==> src/rtl/hazard_scheduler_pkg.sv <==
`default_nettype none
// ============================================================================
//  Module      : hazard_scheduler_pkg
//  Description : Shared encodings for the hazard scheduler. Holds the
//                forwarding-mux select values, the scheduler FSM states
//                and the hardwired-zero register index.
//  Ports       : none (package)
//  Revision    : 1.0 - initial release
// ============================================================================
package hazard_scheduler_pkg;

  // Forwarding mux select encodings for the EX operand muxes
  localparam logic [1:0] FWD_RF    = 2'b00;  // operand from register file
  localparam logic [1:0] FWD_EXMEM = 2'b01;  // operand from EX/MEM result
  localparam logic [1:0] FWD_MEMWB = 2'b10;  // operand from MEM/WB result

  // Register r0 is hardwired to zero and is never a real dependency
  localparam int unsigned REG_ZERO = 0;

  // Width of the mul/div occupancy counter (covers MD_LATENCY up to 15)
  localparam int unsigned MD_CNT_W = 4;

  // Scheduler FSM
  typedef enum logic {
    ST_RUN     = 1'b0,  // normal issue; branch / mul-div entry / load-use
    ST_MD_BUSY = 1'b1   // multi-cycle mul/div holding EX
  } state_e;

endpackage : hazard_scheduler_pkg
`default_nettype wire

==> src/rtl/hazard_scheduler_fwd_select_unit.sv <==
`default_nettype none
// ============================================================================
//  Module      : fwd_select_unit
//  Description : Operand forwarding select for one EX-stage operand.
//                EX/MEM has priority over MEM/WB; r0 is never forwarded.
//  Ports       : addr_i       - source register of the EX operand
//                mem_dest_i   - EX/MEM destination register
//                mem_we_i     - EX/MEM write-back flag
//                wb_dest_i    - MEM/WB destination register
//                wb_we_i      - MEM/WB write-back flag
//                sel_o        - mux select (FWD_RF / FWD_EXMEM / FWD_MEMWB)
//  Revision    : 1.0 - initial release
// ============================================================================
module fwd_select_unit
  import hazard_scheduler_pkg::*;
#(
  parameter int unsigned ADDR_W = 5
) (
  input  logic [ADDR_W-1:0] addr_i,
  input  logic [ADDR_W-1:0] mem_dest_i,
  input  logic              mem_we_i,
  input  logic [ADDR_W-1:0] wb_dest_i,
  input  logic              wb_we_i,
  output logic [1:0]        sel_o
);

  localparam logic [ADDR_W-1:0] c_reg_zero = ADDR_W'(REG_ZERO);

  logic w_addr_nonzero;
  logic w_hit_mem;
  logic w_hit_wb;

  assign w_addr_nonzero = (addr_i != c_reg_zero);
  assign w_hit_mem      = mem_we_i && (mem_dest_i == addr_i) && w_addr_nonzero;
  assign w_hit_wb       = wb_we_i  && (wb_dest_i  == addr_i) && w_addr_nonzero;

  always_comb begin
    sel_o = FWD_RF;
    // The younger EX/MEM result shadows an older MEM/WB write to the same reg
    if (w_hit_mem) begin
      sel_o = FWD_EXMEM;
    end else if (w_hit_wb) begin
      sel_o = FWD_MEMWB;
    end
  end

endmodule : fwd_select_unit
`default_nettype wire

==> src/rtl/hazard_scheduler.sv <==
`default_nettype none
// ============================================================================
//  Module      : hazard_scheduler
//  Description : Hazard controller for the 5-stage core. Produces stage
//                enables, flushes and bubbles for taken branches, the
//                multi-cycle mul/div unit and load-use stalls, drives the
//                EX forwarding selects and counts front-end stall cycles.
//  Ports       : clk_i, rst_i            - clock, sync active-high reset
//                id_*_i                  - ID-stage source regs / usage
//                ex_*_i                  - EX-stage sources, dest, flags
//                mem_* / wb_*_i          - downstream dest + write flags
//                pc/if_id/id_ex_write_en_o - pipeline register enables
//                if_id_flush_o, id_ex_bubble_o, ex_mem_bubble_o - NOP inserts
//                fwd_a_sel_o, fwd_b_sel_o - EX operand forwarding selects
//                stall_cycles_o          - saturating PC-stall cycle count
//  Revision    : 1.0 - initial release
// ============================================================================
module hazard_scheduler
  import hazard_scheduler_pkg::*;
#(
  parameter int unsigned MD_LATENCY  = 4,
  parameter int unsigned STALL_CNT_W = 16,
  parameter int unsigned REG_ADDR_W  = 5
) (
  input  logic                   clk_i,
  input  logic                   rst_i,
  input  logic [REG_ADDR_W-1:0]  id_rs_addr_i,
  input  logic [REG_ADDR_W-1:0]  id_rt_addr_i,
  input  logic                   id_rs_used_i,
  input  logic                   id_rt_used_i,
  input  logic [REG_ADDR_W-1:0]  ex_rs_addr_i,
  input  logic [REG_ADDR_W-1:0]  ex_rt_addr_i,
  input  logic [REG_ADDR_W-1:0]  ex_dest_addr_i,
  input  logic                   ex_reg_write_i,
  input  logic                   ex_mem_read_i,
  input  logic                   ex_muldiv_i,
  input  logic                   ex_branch_taken_i,
  input  logic [REG_ADDR_W-1:0]  mem_dest_addr_i,
  input  logic                   mem_reg_write_i,
  input  logic [REG_ADDR_W-1:0]  wb_dest_addr_i,
  input  logic                   wb_reg_write_i,
  output logic                   pc_write_en_o,
  output logic                   if_id_write_en_o,
  output logic                   id_ex_write_en_o,
  output logic                   if_id_flush_o,
  output logic                   id_ex_bubble_o,
  output logic                   ex_mem_bubble_o,
  output logic [1:0]             fwd_a_sel_o,
  output logic [1:0]             fwd_b_sel_o,
  output logic [STALL_CNT_W-1:0] stall_cycles_o
);

  localparam logic [REG_ADDR_W-1:0]  c_reg_zero   = REG_ADDR_W'(REG_ZERO);
  // Entry cycle plus the busy countdown to zero gives MD_LATENCY-1 stall
  // cycles; the release cycle then lets the result move to MEM.
  localparam logic [MD_CNT_W-1:0]    c_md_reload  = MD_CNT_W'(MD_LATENCY - 2);
  localparam logic [MD_CNT_W-1:0]    c_md_one     = MD_CNT_W'(1);
  localparam logic [STALL_CNT_W-1:0] c_cnt_one    = STALL_CNT_W'(1);

  generate
    if ((MD_LATENCY < 2) || (MD_LATENCY > 15)) begin : g_bad_latency
      $error("hazard_scheduler: MD_LATENCY must be within 2..15");
    end
  endgenerate

  state_e                  state_q, state_d;
  logic [MD_CNT_W-1:0]     md_cnt_q, md_cnt_d;
  logic [STALL_CNT_W-1:0]  stall_cycles_q;

  logic w_luse;
  logic w_rs_match;
  logic w_rt_match;

  // --------------------------------------------------------------------------
  // Forwarding selects, one unit per EX operand
  // --------------------------------------------------------------------------
  fwd_select_unit #(
    .ADDR_W (REG_ADDR_W)
  ) u_fwd_a (
    .addr_i     (ex_rs_addr_i),
    .mem_dest_i (mem_dest_addr_i),
    .mem_we_i   (mem_reg_write_i),
    .wb_dest_i  (wb_dest_addr_i),
    .wb_we_i    (wb_reg_write_i),
    .sel_o      (fwd_a_sel_o)
  );

  fwd_select_unit #(
    .ADDR_W (REG_ADDR_W)
  ) u_fwd_b (
    .addr_i     (ex_rt_addr_i),
    .mem_dest_i (mem_dest_addr_i),
    .mem_we_i   (mem_reg_write_i),
    .wb_dest_i  (wb_dest_addr_i),
    .wb_we_i    (wb_reg_write_i),
    .sel_o      (fwd_b_sel_o)
  );

  // --------------------------------------------------------------------------
  // Load-use detection: a load in EX whose result the ID instruction reads
  // --------------------------------------------------------------------------
  assign w_rs_match = id_rs_used_i && (id_rs_addr_i == ex_dest_addr_i);
  assign w_rt_match = id_rt_used_i && (id_rt_addr_i == ex_dest_addr_i);
  assign w_luse     = ex_mem_read_i && ex_reg_write_i &&
                      (ex_dest_addr_i != c_reg_zero) &&
                      (w_rs_match || w_rt_match);

  // --------------------------------------------------------------------------
  // Next-state and control outputs
  // --------------------------------------------------------------------------
  always_comb begin
    state_d          = state_q;
    md_cnt_d         = md_cnt_q;
    pc_write_en_o    = 1'b1;
    if_id_write_en_o = 1'b1;
    id_ex_write_en_o = 1'b1;
    if_id_flush_o    = 1'b0;
    id_ex_bubble_o   = 1'b0;
    ex_mem_bubble_o  = 1'b0;

    if (rst_i) begin
      // Hold every stage and fill the pipe with NOPs while in reset
      pc_write_en_o    = 1'b0;
      if_id_write_en_o = 1'b0;
      id_ex_write_en_o = 1'b0;
      if_id_flush_o    = 1'b1;
      id_ex_bubble_o   = 1'b1;
      ex_mem_bubble_o  = 1'b1;
      state_d          = ST_RUN;
      md_cnt_d         = '0;
    end else if (state_q == ST_RUN) begin
      if (ex_branch_taken_i) begin
        // PC loads the target; the two wrong-path instructions are killed.
        // A load-use match here belongs to a squashed instruction.
        if_id_flush_o  = 1'b1;
        id_ex_bubble_o = 1'b1;
      end else if (ex_muldiv_i) begin
        pc_write_en_o    = 1'b0;
        if_id_write_en_o = 1'b0;
        id_ex_write_en_o = 1'b0;
        ex_mem_bubble_o  = 1'b1;
        state_d          = ST_MD_BUSY;
        md_cnt_d         = c_md_reload;
      end else if (w_luse) begin
        // Hold IF and ID one cycle; the load reaches MEM and forwarding
        // resolves the dependency on the following cycle.
        pc_write_en_o    = 1'b0;
        if_id_write_en_o = 1'b0;
        id_ex_bubble_o   = 1'b1;
      end
    end else begin
      // ST_MD_BUSY: the unit owns EX, all other hazard sources are ignored
      if (md_cnt_q != '0) begin
        pc_write_en_o    = 1'b0;
        if_id_write_en_o = 1'b0;
        id_ex_write_en_o = 1'b0;
        ex_mem_bubble_o  = 1'b1;
        md_cnt_d         = md_cnt_q - c_md_one;
      end else begin
        // Release cycle: default outputs let the result advance to MEM
        state_d = ST_RUN;
      end
    end
  end

  // --------------------------------------------------------------------------
  // State, occupancy counter and saturating stall counter
  // --------------------------------------------------------------------------
  always_ff @(posedge clk_i) begin
    if (rst_i) begin
      state_q        <= ST_RUN;
      md_cnt_q       <= '0;
      stall_cycles_q <= '0;
    end else begin
      state_q  <= state_d;
      md_cnt_q <= md_cnt_d;
      if (!pc_write_en_o && (stall_cycles_q != '1)) begin
        stall_cycles_q <= stall_cycles_q + c_cnt_one;
      end
    end
  end

  assign stall_cycles_o = stall_cycles_q;

endmodule : hazard_scheduler
`default_nettype wire

==> config.mk <==
export PLATFORM = sky130hd
export DESIGN_NAME = hazard_scheduler
export DESIGN_NICKNAME = d
export VERILOG_FILES = /design/src/rtl/hazard_scheduler_pkg.sv /design/src/rtl/hazard_scheduler_fwd_select_unit.sv /design/src/rtl/hazard_scheduler.sv
export SDC_FILE = /design/constraint.sdc
export NUM_CORES = 1
export LEC_CHECK = 0
export ABC_CLOCK_PERIOD_IN_PS = 5300
export CAP_MARGIN = 15
export CELL_PAD_IN_SITES_DETAIL_PLACEMENT = 0
export CELL_PAD_IN_SITES_GLOBAL_PLACEMENT = 1
export CORE_ASPECT_RATIO = 1.25
export CORE_MARGIN = 5
export CORE_UTILIZATION = 32
export CTS_CLUSTER_SIZE = 25
export DETAILED_ROUTE_END_ITERATION = 8
export HOLD_SLACK_MARGIN = 0.08
export PLACE_DENSITY_LB_ADDON = 0.05
export SETUP_SLACK_MARGIN = 0.1
export SLEW_MARGIN = 10
export SYNTH_ARGS = -nofsm -noshare
export SYNTH_HDL_FRONTEND = slang
export SYNTH_SLANG_ARGS = --single-unit
==> constraint.sdc <==
create_clock -name clk_i -period 5.3 [get_ports clk_i]
set_input_delay 1.06 -clock clk_i [delete_from_list [all_inputs] [get_ports clk_i]]
set_output_delay 1.06 -clock clk_i [all_outputs]
set_load 0.005 [all_outputs]
# ---- After elaboration in Yosys (flattened, before gate mapping)
# Index checks and enable logic that the tools add are counted.
dict set report word_totals {
  out_inout_bits 26
  register_bits 21
}
dict set report op_classes {
  reduce_logical 22
  eq_ne 9
  muxes 31
  add_sub_neg 2
}
# cell n
set ops {}
lappend ops {{$eq A5 B5 Y1} 6}
lappend ops {{$mux W1} 23}
lappend ops {{$add A16 B1 Y16 const B} 1}
lappend ops {{$mux W4} 4}
lappend ops {{$ne A16 B16 Y1 const B} 1}
lappend ops {{$reduce_bool A5 Y1} 3}
lappend ops {{$logic_and A1 B1 Y1} 14}
lappend ops {{$mux W2} 4}
lappend ops {{$ne A2 B1 Y1 const B} 2}
lappend ops {{$reduce_bool A4 Y1} 1}
lappend ops {{$sub A4 B1 Y4 const B} 1}
lappend ops {{$reduce_and A3 Y1} 1}
lappend ops {{$reduce_bool A2 Y1} 1}
lappend ops {{$logic_not A1 Y1} 1}
lappend ops {{$logic_or A1 B1 Y1} 1}

# ---- Longest topological paths before layout
dict set report depth {
  ltp_word 11
  depth_mapped 11
}

# ---- By module
# From an unflattened synthesis, not the netlist that was laid out.
dict set report unflattened {
  cells_unflattened 188
  hier_area_um2 1546.5
}
# module cells_each instances seq_area_each_um2 area_each_um2
set by_module_without_submodules {}
lappend by_module_without_submodules {hazard_scheduler 150 1 420.4 1253.7}
lappend by_module_without_submodules {fwd_select_unit 19 2 0.0 146.4}

# ---- Least setup slack after synthesis
# OpenSTA, ideal clock, no wires.
dict set report synth_path {
  path_type {in2out}
  startpoint {input ex_dest_addr_i[3]}
  endpoint {output pc_write_en_o}
  t_required_ns 4.240
  cell_stages 8
  slack_ns 1.726
  arrival_time_ns 2.514
  cell_sequence {xor2_1 -> nor4_2 -> a32oi_1 -> o41ai_4 -> inv_2 -> buf_6 -> buf_6 -> buf_4}
}
dict set report synth_between {
  elab_chain_len 9
}
# item line_no
set synth_rtl {}
lappend synth_rtl {{start, declared} hazard_scheduler.sv:33} ;# input logic [REG_ADDR_W-1:0] ex_dest_addr_i,
lappend synth_rtl {{$eq A5 B5 Y1 (on tied branches)} {hazard_scheduler.sv:102, hazard_scheduler.sv:103}}
lappend synth_rtl {{$logic_and A1 B1 Y1 (on tied branches)} {hazard_scheduler.sv:102, hazard_scheduler.sv:103}}
lappend synth_rtl {{$logic_or A1 B1 Y1} hazard_scheduler.sv:106} ;# (w_rs_match || w_rt_match);
lappend synth_rtl {{$logic_and A1 B1 Y1 *} hazard_scheduler.sv:105} ;# (ex_dest_addr_i != c_reg_zero) &&
lappend synth_rtl {{$mux W1 * (5 in series)} n/a}
lappend synth_rtl {{end, declared} hazard_scheduler.sv:42} ;# output logic pc_write_en_o,
# Mark *: on every way between the ends. The rest lies on a longest branch, timed or not.

# ---- Final worst setup path
dict set report layout_path {
  startpoint {input ex_dest_addr_i[0]}
  endpoint {output pc_write_en_o}
}
dict set report layout_between {
  elab_chain_len 9
}
# item line_no
set layout_rtl {}
lappend layout_rtl {{$eq A5 B5 Y1 (on tied branches)} {hazard_scheduler.sv:102, hazard_scheduler.sv:103}}
lappend layout_rtl {{$logic_and A1 B1 Y1 (on tied branches)} {hazard_scheduler.sv:102, hazard_scheduler.sv:103}}
lappend layout_rtl {{$logic_or A1 B1 Y1} hazard_scheduler.sv:106}
lappend layout_rtl {{$logic_and A1 B1 Y1 *} hazard_scheduler.sv:105}
lappend layout_rtl {{$mux W1 *} hazard_scheduler.sv:144} ;# end else if (w_luse) begin
lappend layout_rtl {{$mux W1 *} hazard_scheduler.sv:137} ;# end else if (ex_muldiv_i) begin
lappend layout_rtl {{$mux W1 *} hazard_scheduler.sv:132} ;# if (ex_branch_taken_i) begin
lappend layout_rtl {{$mux W1 *} hazard_scheduler.sv:131} ;# end else if (state_q == ST_RUN) begin
lappend layout_rtl {{$mux W1 *} hazard_scheduler.sv:121} ;# if (rst_i) begin
# Marked as above.

==> flow_metrics.tcl <==
set metrics [dict create \
    grt_max_degree 28 \
    cts_buffer_depth 2 \
    yosysWarnings 0 \
    utilization_pct 49.61 \
    slew_headroom_pct 36.31 \
    drtIter0Drc 41 \
    ys.flop_type "dfxtp_1" \
    ys_seq_elements 21 \
    final.min_clock_period_ns 4.369 \
    hold_viol_final 0 \
    hold_class "reg2reg" \
    busiest_layer "met2" \
    gp_congestion 0.7694 \
    ir_drop_v 0.0001231 \
    design_area_mm2 0.002381 \
    cp.required_ns 4.24 \
    dieWidth_um 73.43 \
    place_hpwl_um 3597 \
    synthCells 187 \
    register_area_um2 420.4 \
    path_max_fanout 15 \
    r2r_cells 7 \
    clkSlewWorstSetupHoldPaths_ns 0.08 \
    fin_tns_setup_ns 0 \
    switchingPower_uw 112.3 \
    async_flop_share_pct 0 \
    wl_um 4489 \
    synth_nets 234 \
    timing.rr.start "stall_cycles_o[0]" \
    min_to "stall_cycles_o[15]" \
    dp_slack_ns 0.8836 \
    core_mm2 0.004800 \
    met1_usage_pct 15.96 \
    drc 0 \
    cap_violations 0 \
    multi_input_area_mm2 0.001097 \
    combPwrFrac_pct 29.5 \
    grt-ovfl-total 0 \
    post_dp_cell_area_mm2 0.002335 \
    slew_viol_final 0 \
    rrSetupSlack_ns 2.58 \
    ctsHtreeMaxLevel 1 \
    cts_resized 0 \
    crit_path_start_kind "input port" \
    worstHoldStart "stall_cycles_o[15]" \
    layout_common_cells "70 x clkdlybuf4s50_1, 21 x dfxtp_1, 16 x xor2_1" \
    yosysUniqueCellTypes 47 \
    start_util_pct 33.52 \
    leakage_uw 0.0008031 \
    synth-edff-count 0 \
    synth-seq-area-share_pct 26.13 \
    numPortBuffers 70 \
    nets 301 \
    grt_pass1_wl_um 7169 \
    rsz0062_at_grt "no" \
    setup_slack_ns 0.9306 \
    die_h_um 89.28 \
    max_freq_mhz 228.9 \
    fillers 475 \
    grtUsageTotal_pct 13.79 \
    power_frac_seq_pct 43.0 \
    p_clk_share_pct 27.5 \
    io_pins 71 \
    worst_pin_slew_ns 0.9553 \
    numCtsBuffers 3 \
    finClkSkew_ns 0.002692 \
    holdPathStages 2 \
    dr.pass1.iters 4 \
    via_per_inst 5.093 \
    final_antenna_net_count 0 \
    wl_per_cell_um 14.34 \
    cts_sinks 21 \
    die_area_mm2 0.006555 \
    avgSynthCellArea_um2 8.605 \
    post-cts-setup-buffer-count 0 \
    use_met2_pct 26.20 \
    finalPower_uw 394.4 \
    outcome "finished, final reports clean" \
    syn-cell-area_mm2 0.001609 \
    vias 1594 \
    p_int_uw 282.1 \
    grt.met3_usage_pct 2.700 \
    antenna_found_initial 0 \
    drive_gt1_share_pct 7.115 \
    insertion_delay_ns 0.26 \
    area_delta_synth_final_pct 47.98 \
    diodes 0 \
    final_common_cell "clkdlybuf4s50_1" \
    setup_viol 0 \
    clockRootBuffer "clkbuf_8" \
    cp.arrival_ns 3.31 \
    rows 28 \
    cts_hold_buf 0 \
    path_class "in2out" \
    crit_path_end_kind "output port" \
    swShare_pct 28.47 \
    period_share_pct 82.44 \
    cts_tree "yes" \
    r2r-end "stall_cycles_o[2]" \
    first_global_vias 1557 \
    power.density_mw_per_mm2 165.7 \
]
[worst max-delay path by stage]
stage	startpoint	to	slack [ns]	cells after the start
after floorplan	ex_dest_addr_i[3]	pc_write_en_o	1.73	8
after global placement	ex_dest_addr_i[0]	pc_write_en_o	0.92	6
after detailed placement	ex_dest_addr_i[0]	pc_write_en_o	0.88	6
after CTS	ex_dest_addr_i[0]	pc_write_en_o	0.89	6
after global routing	ex_dest_addr_i[0]	if_id_write_en_o	0.82	6
final	ex_dest_addr_i[0]	pc_write_en_o	0.93	6
[flip-flops by register name, summed over array words and instances (netlist names)]
register	flops
stall_cycles_o	16
state_q	1
md_cnt_q	4
[layout make-up]
class                      count  share of cell area (%)
tap                           60                   3.153
inverter                       7                   1.104
clock buffer                   3                   1.734
timing repair buffer          72                   30.06
multi-input combinational    149                   46.09
sequential                    21                   17.66
clock inverter                 1                  0.2102
[metal layers]
layer | share of wire [%] | routed length (µm) | vias to the layer above
li1 | - | - | 825
met1 | 43 | 1909 | 730
met2 | 52 | 2347 | 34
met3 | 4.7 | 209 | 5
met4 | 0.51 | 23 | 0
met5 | 0 | 0 | -
[cells by family after synthesis]
family                   count (synthesis)  share of synthesized area (%)
XOR/XNOR                                29                          15.79
AND/OR/NAND/NOR                         78                          29.94
AO/OA/AOI/OAI                           34                          16.80
multiplexers                             6                          4.121
buffers and inverters                   17                          5.675
adder cells (fa/ha/maj)                  2                          1.555
flip-flops                              21                          26.13
[synth_stat cells, types with 2 or more instances]
cell type	count	area (µm²)
xor2_1	16	140.1
nand2_1	8	30.03
o311ai_1	2	17.52
nor4_1	7	43.79
dfxtp_1	21	420.4
nor3_1	6	30.03
nand3_1	9	45.04
inv_1	6	22.52
clkbuf_1	4	15.01
ha_1	2	25.02
o41ai_2	2	32.53
buf_6	2	22.52
mux2_1	4	45.04
nor2b_1	6	37.54
a21oi_1	13	65.06
nand4_1	4	25.02
nor2_1	15	56.30
o31ai_1	5	37.54
xnor2_1	13	113.9
or2_2	2	12.51
buf_4	3	22.52
and4_1	2	17.52
or4_1	9	67.56
nor4_4	3	63.81
[power by group through the flow]
stage	Clock, µW	Combinational (µW)	Sequential (µW)
after detailed placement	0	118	173
after floorplan	0	56.5	172
final	108	116	170
after CTS	113	118	170
after global routing	120	128	171
after global placement	0	118	173
[worst max-delay path, cell delays in order]
cell             delay (ns)
clkdlybuf4s50_1        0.46
or4_1                  0.53
o211ai_1               0.33
o41ai_4                0.12
inv_2                  0.24
clkdlybuf4s50_1        0.56
[through the flow]
stage	hold WS [ns]	instances
6_report	0.4944	313
5_1_grt	0.5210	313
4_1_cts	0.4945	313
3_5_place_dp	0.4789	309
3_3_place_gp	0.4872	309
2_1_floorplan	0.4711	187
Power figures use the tool's default switching activity.
